[src/rtl/dec_onehot_seq.sv]
// ---------------------------------------------------------------------------
// dec_onehot_seq
//
// One-hot decoder with two active behaviours:
//   DIRECT : a load strobe captures sel into idx and drives d = 1 << sel.
//            An out-of-range sel clears d and pulses err for one cycle.
//   SCAN   : d walks 1 << 0 .. 1 << (N_OUT-1). Each position is held for
//            DWELL cycles. wrap pulses on the cycle d returns to bit 0.
// en = 0 parks the block in IDLE with every output cleared. Every output
// comes straight from a flop, so no input reaches an output within a cycle.
// ---------------------------------------------------------------------------
module dec_onehot_seq #(
  parameter int N_OUT = 6,      // number of one-hot outputs, 2..16
  parameter int SEL_W = 3,      // select width, 2**SEL_W >= N_OUT
  parameter int DWELL = 4       // cycles per scan step, 1..65535
) (
  input  logic             clk,
  input  logic             rst_n,
  input  logic             en,
  input  logic             mode,
  input  logic             ld,
  input  logic [SEL_W-1:0] sel,
  output logic [N_OUT-1:0] d,
  output logic [SEL_W-1:0] idx,
  output logic             wrap,
  output logic             err
);

  typedef enum logic [1:0] {
    IDLE   = 2'd0,
    DIRECT = 2'd1,
    SCAN   = 2'd2
  } state_e;

  // The dwell counter needs at least one bit, even when DWELL is 1.
  localparam int                CNT_W    = (DWELL > 1) ? $clog2(DWELL) : 1;
  localparam logic [CNT_W-1:0]  CNT_LAST = CNT_W'(DWELL - 1);
  localparam logic [SEL_W-1:0]  IDX_LAST = SEL_W'(N_OUT - 1);
  localparam logic [N_OUT-1:0]  OH_FIRST = N_OUT'(1);

  state_e           state_q;
  logic [N_OUT-1:0] d_q;
  logic [SEL_W-1:0] idx_q;
  logic             wrap_q;
  logic             err_q;
  logic [CNT_W-1:0] cnt_q;

  // Decode the direct-mode select. The shift alone would already give zero
  // for a large sel. The explicit range test also drives err.
  logic             sel_in_range;
  logic [N_OUT-1:0] sel_onehot;
  logic             scan_at_last;
  logic             dwell_done;

  assign sel_in_range = (sel <= IDX_LAST);
  assign sel_onehot   = sel_in_range ? (OH_FIRST << sel) : '0;
  assign scan_at_last = (idx_q == IDX_LAST);
  assign dwell_done   = (cnt_q == CNT_LAST);

  // State register together with all registered outputs and the dwell
  // counter. One process holds the FSM so state and outputs always change
  // on the same edge.
  // NOTE: every register here is assigned with <=. With <=, each branch reads
  // the pre-edge values of state_q, idx_q and d_q, whatever the statement
  // order. Blocking assignments would let later lines see half-updated state.
  // The reset branch is asynchronous, so outputs clear as soon as rst_n falls
  // and do not wait for the next clock edge.
  always_ff @(posedge clk or negedge rst_n) begin
    if (!rst_n) begin
      state_q <= IDLE;
      d_q     <= '0;
      idx_q   <= '0;
      wrap_q  <= 1'b0;
      err_q   <= 1'b0;
      cnt_q   <= '0;
    end else if (!en) begin
      // Dropping en returns to IDLE from any state and clears everything.
      state_q <= IDLE;
      d_q     <= '0;
      idx_q   <= '0;
      wrap_q  <= 1'b0;
      err_q   <= 1'b0;
      cnt_q   <= '0;
    end else begin
      // Both pulses default low, so each lasts exactly one cycle.
      wrap_q <= 1'b0;
      err_q  <= 1'b0;

      case (state_q)
        // IDLE and DIRECT share the same next-state rule. A load that
        // arrives on the IDLE -> DIRECT edge takes effect on that edge.
        IDLE, DIRECT: begin
          if (mode) begin
            // Scan always starts from position 0, whatever direct mode left.
            state_q <= SCAN;
            idx_q   <= '0;
            d_q     <= OH_FIRST;
            cnt_q   <= '0;
          end else begin
            state_q <= DIRECT;
            if (ld) begin
              idx_q <= sel;
              d_q   <= sel_onehot;
              err_q <= ~sel_in_range;
            end
          end
        end

        SCAN: begin
          if (!mode) begin
            // Leaving scan freezes d and idx until the next direct load.
            state_q <= DIRECT;
          end else if (dwell_done) begin
            cnt_q <= '0;
            if (scan_at_last) begin
              idx_q  <= '0;
              d_q    <= OH_FIRST;
              wrap_q <= 1'b1;
            end else begin
              idx_q <= idx_q + SEL_W'(1);
              d_q   <= d_q << 1;
            end
          end else begin
            cnt_q <= cnt_q + CNT_W'(1);
          end
        end

        default: begin
          // The unused encoding recovers to a clean IDLE.
          state_q <= IDLE;
          d_q     <= '0;
          idx_q   <= '0;
          cnt_q   <= '0;
        end
      endcase
    end
  end

  assign d    = d_q;
  assign idx  = idx_q;
  assign wrap = wrap_q;
  assign err  = err_q;

`ifndef SYNTHESIS
  // d must be all zero or have exactly one bit set.
  a_d_onehot0: assert property (@(posedge clk) disable iff (!rst_n)
    $onehot0(d_q));

  // A wrap pulse must always coincide with d back at bit 0.
  a_wrap_at_first: assert property (@(posedge clk) disable iff (!rst_n)
    wrap_q |-> (d_q == OH_FIRST));

  // Only one of wrap and err can be active in a cycle.
  a_pulse_exclusive: assert property (@(posedge clk) disable iff (!rst_n)
    !(wrap_q && err_q));
`endif

endmodule
[config.mk]
export PLATFORM = sky130hd
export DESIGN_NAME = dec_onehot_seq
export DESIGN_NICKNAME = d
export VERILOG_FILES = /design/src/rtl/dec_onehot_seq.sv
export SDC_FILE = /design/constraint.sdc
export NUM_CORES = 1
export LEC_CHECK = 0
export ABC_AREA = 1
export CAP_MARGIN = 40
export CORE_MARGIN = 4
export CORE_UTILIZATION = 48
export CTS_CLUSTER_SIZE = 14
export DETAILED_ROUTE_END_ITERATION = 7
export PLACE_DENSITY_LB_ADDON = 0.25
export SLEW_MARGIN = 20
export SYNTH_ARGS = -nofsm -noshare
export SYNTH_HDL_FRONTEND = slang
export SYNTH_SLANG_ARGS = --single-unit
[constraint.sdc]
create_clock -name clk -period 1.3 [get_ports clk]
set_input_delay 0.325 -clock clk [delete_from_list [all_inputs] [get_ports clk]]
set_output_delay 0.325 -clock clk [all_outputs]
set_load 0.05 [all_outputs]
==> flow_summary_export.csv <==
group,metric,value,unit
worst_setup_path,startpoint_type,"flip-flop",
place,dp_slack,-342.2,ps
worst_setup_path,cp-end-kind,"flip-flop",
worst_setup_path,cp.required,1500,ps
run,cap_viol_max_count,0,
layout,regArea,380.4,µm²
worst_setup_path,critPathTopFamily,"flip-flops",
floorplanning,start_util,52.86,%
timing,tightestPinTransition,303.7,ps
clocking,clock-sinks,15,
timing,skew,4.326,ps
floorplanning,rows,14,
timing,final-setup-viol-count,2,
layout,area_growth,61.26,%
floorplanning,die_w,49.67,µm
worst_setup_path,worstPathMaxFanout,6,
timing,fmax,0.7645,GHz
run_status,status,"complete, but fails checks",
power_and_ir_drop,finalPower,1118,µW
grt,grt_max_degree,16,
worst_setup_path,slowest_delay,420,ps
synthesis,netlist_instances,112,
worst_setup_path,crit_top_cell,"nand2_4",
synthesis,avgSynthCellArea,7.440,µm²
synthesis,synth.cell_area,833.3,µm²
synthesis,synth_seq_cells,15,
timing,slew_viol_final,0,
route,drt_iter0_markers,64,
clocking,numCtsBuffers,3,
route,drtPass1Iterations,4,
worst_setup_path,arrival,1510,ps
floorplanning,die_h,49.67,µm
worst_setup_path,crit_type,"reg -> reg",
grt,grt_pass1_wl,4326,µm
floorplanning,ios,19,
clocking,cts_root_buf,"clkbuf_4",
floorplanning,core,1577,µm²
grt,grt_pass1_vias,958,
place,placed_area,1236,µm²
floorplanning,design.die.area,2467,µm²
route,vias_per_cell,5.713,
timing,fin_ws,-8.054,ps
layout,drive_gt1_share,32.45,%
hold_path,min_path_type,"in -> async",
power_and_ir_drop,ir_drop,0.5910,mV
grt,antenna_found_initial,0,
grt,track_usage,23.55,%
clocking,clk_latency,300,ps
route,postRouteAntennaNets,0,
synthesis,ys_seq_area_share,45.05,%
clocking,clkTransAtPathRegs,90,ps
power_and_ir_drop,power_density,831.8,nW/µm²
worst_setup_path,crit_chain,"ha_4, nand2_4, nand4_1, nand2_4, buf_6, inv_4, nand2_2, o21ai_2",
place,globalplace.congestion,0.8119,
layout,stdcell_area,1344,µm²
timing,finalCritPeriodShare,100.6,%
power_and_ir_drop,p_leak,0.0006816,µW
timing,hold_violations,0,
route,drc,0,
clocking,cts_tree,"yes",
run_status,violations,"negative setup slack",
worst_setup_path,cpMaxStageDelayCell,"dfrtp_1",
layout,diodes,0,
route,num_vias,954,
timing,rsz0062_at_grt,"true",
timing,hold_slack,333.9,ps
place,dp_hpwl,1816,µm
timing,period_needed,1308,ps
clocking,clk_path_buf_depth,2,
layout,multiInputGateArea,422.9,µm²
route,routedWlPerCell,16.42,µm
layout,layout.nets,161,
clocking,htree_num_levels,1,
worst_setup_path,crit_buf_inv,2,
route,routed_wl,2742,µm
synthesis,synth_nets,121,
synthesis,ys_warn_count,0,
synthesis,ys_types,21,
grt,grt_overflow,0,
layout,fillers,90,
timing,relSlewSlack,79.70,%
place,portBuffers,18,
clocking,hold_buffers,0,
where the power goes:
group / leakage, µW / total, µW / internal, µW / switching, µW
combinational: 0.000468 / 316 / 146 / 170
sequential: 0.000198 / 514 / 485 / 28.8
clock: 0.0000150 / 287 / 120 / 167
cell type report:
cell class | count | area share, %
clock buffer | 4 | 1.955
inverter | 13 | 3.818
multi-input combinational | 82 | 31.47
sequential | 15 | 28.31
tap | 16 | 1.490
timing repair buffer | 37 | 32.96
per-layer routing:
layer | share of wire [%] | track usage (%)
met5 | 0 | 0
met1 | 38 | 25.10
met3 | 7.1 | 5.723
met2 | 48 | 39.43
met4 | 6.5 | 18.43
sequential cells by signal, summed over array words and instances (netlist names):
signal / cells
wrap: 1
d: 6
cnt_q: 2
idx: 3
err: 1
state_q: 2
Yosys cell counts:
cell      n  area, µm²
a21oi_1   1      5.000
buf_2     1      5.000
buf_6     1      11.26
dfrtp_1  15      375.4
ha_1      1      12.51
inv_1    11      41.29
inv_2     1      3.750
inv_4     1      6.260
nand2_1  44      165.2
nand2_2   1      6.260
nand3_1  15      75.07
nand4_1   2      12.51
nor2_1    2      7.510
nor2_2    1      6.260
nor2_4    3      33.78
nor3_1    1      5.000
nor4_1    1      6.260
o21ai_0   6      30.03
o21ai_1   2      10.01
o21ai_2   1      8.760
or2_2     1      6.260
through the flow:
stage,TNS (ps),utilization (%),cells
final,-8.196,85.24,167
after global routing,-333.8,85.24,167
after CTS,0,82.78,165
after detailed placement,-3415,78.41,158
after global placement,-2846,78.41,158
after floorplan,0,-,112
worst register-to-register path: cells and delay by family (launching register included):
family	cells	cell delay (ps)
AO/OA/AOI/OAI	1	50
buffers and inverters	2	150
AND/OR/NAND/NOR	4	390
adder cells (fa/ha/maj)	1	190
flip-flops	1	420
cell usage in the layout, fill, tap and decap left out, drive strengths merged:
| cell type | n |
|---|---|
| a21oi | 1 |
| buf | 30 |
| clkbuf | 4 |
| clkdlybuf4s50 | 6 |
| dfrtp | 15 |
| dlymetal6s2s | 1 |
| ha | 1 |
| inv | 13 |
| nand2 | 45 |
| nand3 | 15 |
| nand4 | 2 |
| nor2 | 6 |
| nor3 | 1 |
| nor4 | 1 |
| o21ai | 9 |
| or2 | 1 |
kinds of logic after synthesis:
logic type	after synthesis	synth area share (%)
buffers and inverters	15	8.108
and+or+nand+nor	71	38.89
DFF	15	45.05
AOI/OAI and AO/OA	10	6.456
adders and majority gates	1	1.501
path summary, 6_finish.rpt:
check / startpoint / end / slack, ps / depth (start not counted)
min in group clk: mode / wrap / 410 / 3
hold reg to reg: cnt_q[1] / cnt_q[1] / 550 / 2
setup reg to reg: cnt_q[0] / idx[0] / -8 / 8
hold / removal: rst_n / idx[1] / 330 / 2
setup / recovery: cnt_q[0] / idx[0] / -8 / 8
max in group asynchronous: rst_n / idx[0] / 780 / 2
what timing repair did:
action / CTS / global route
pin swaps: 2 / 2
endpoints found under the setup margin: 7 / 12
resized for setup: 6 / 8
setup buffers: 3 / 2
Note: power is estimated with default switching activity, not from simulation.
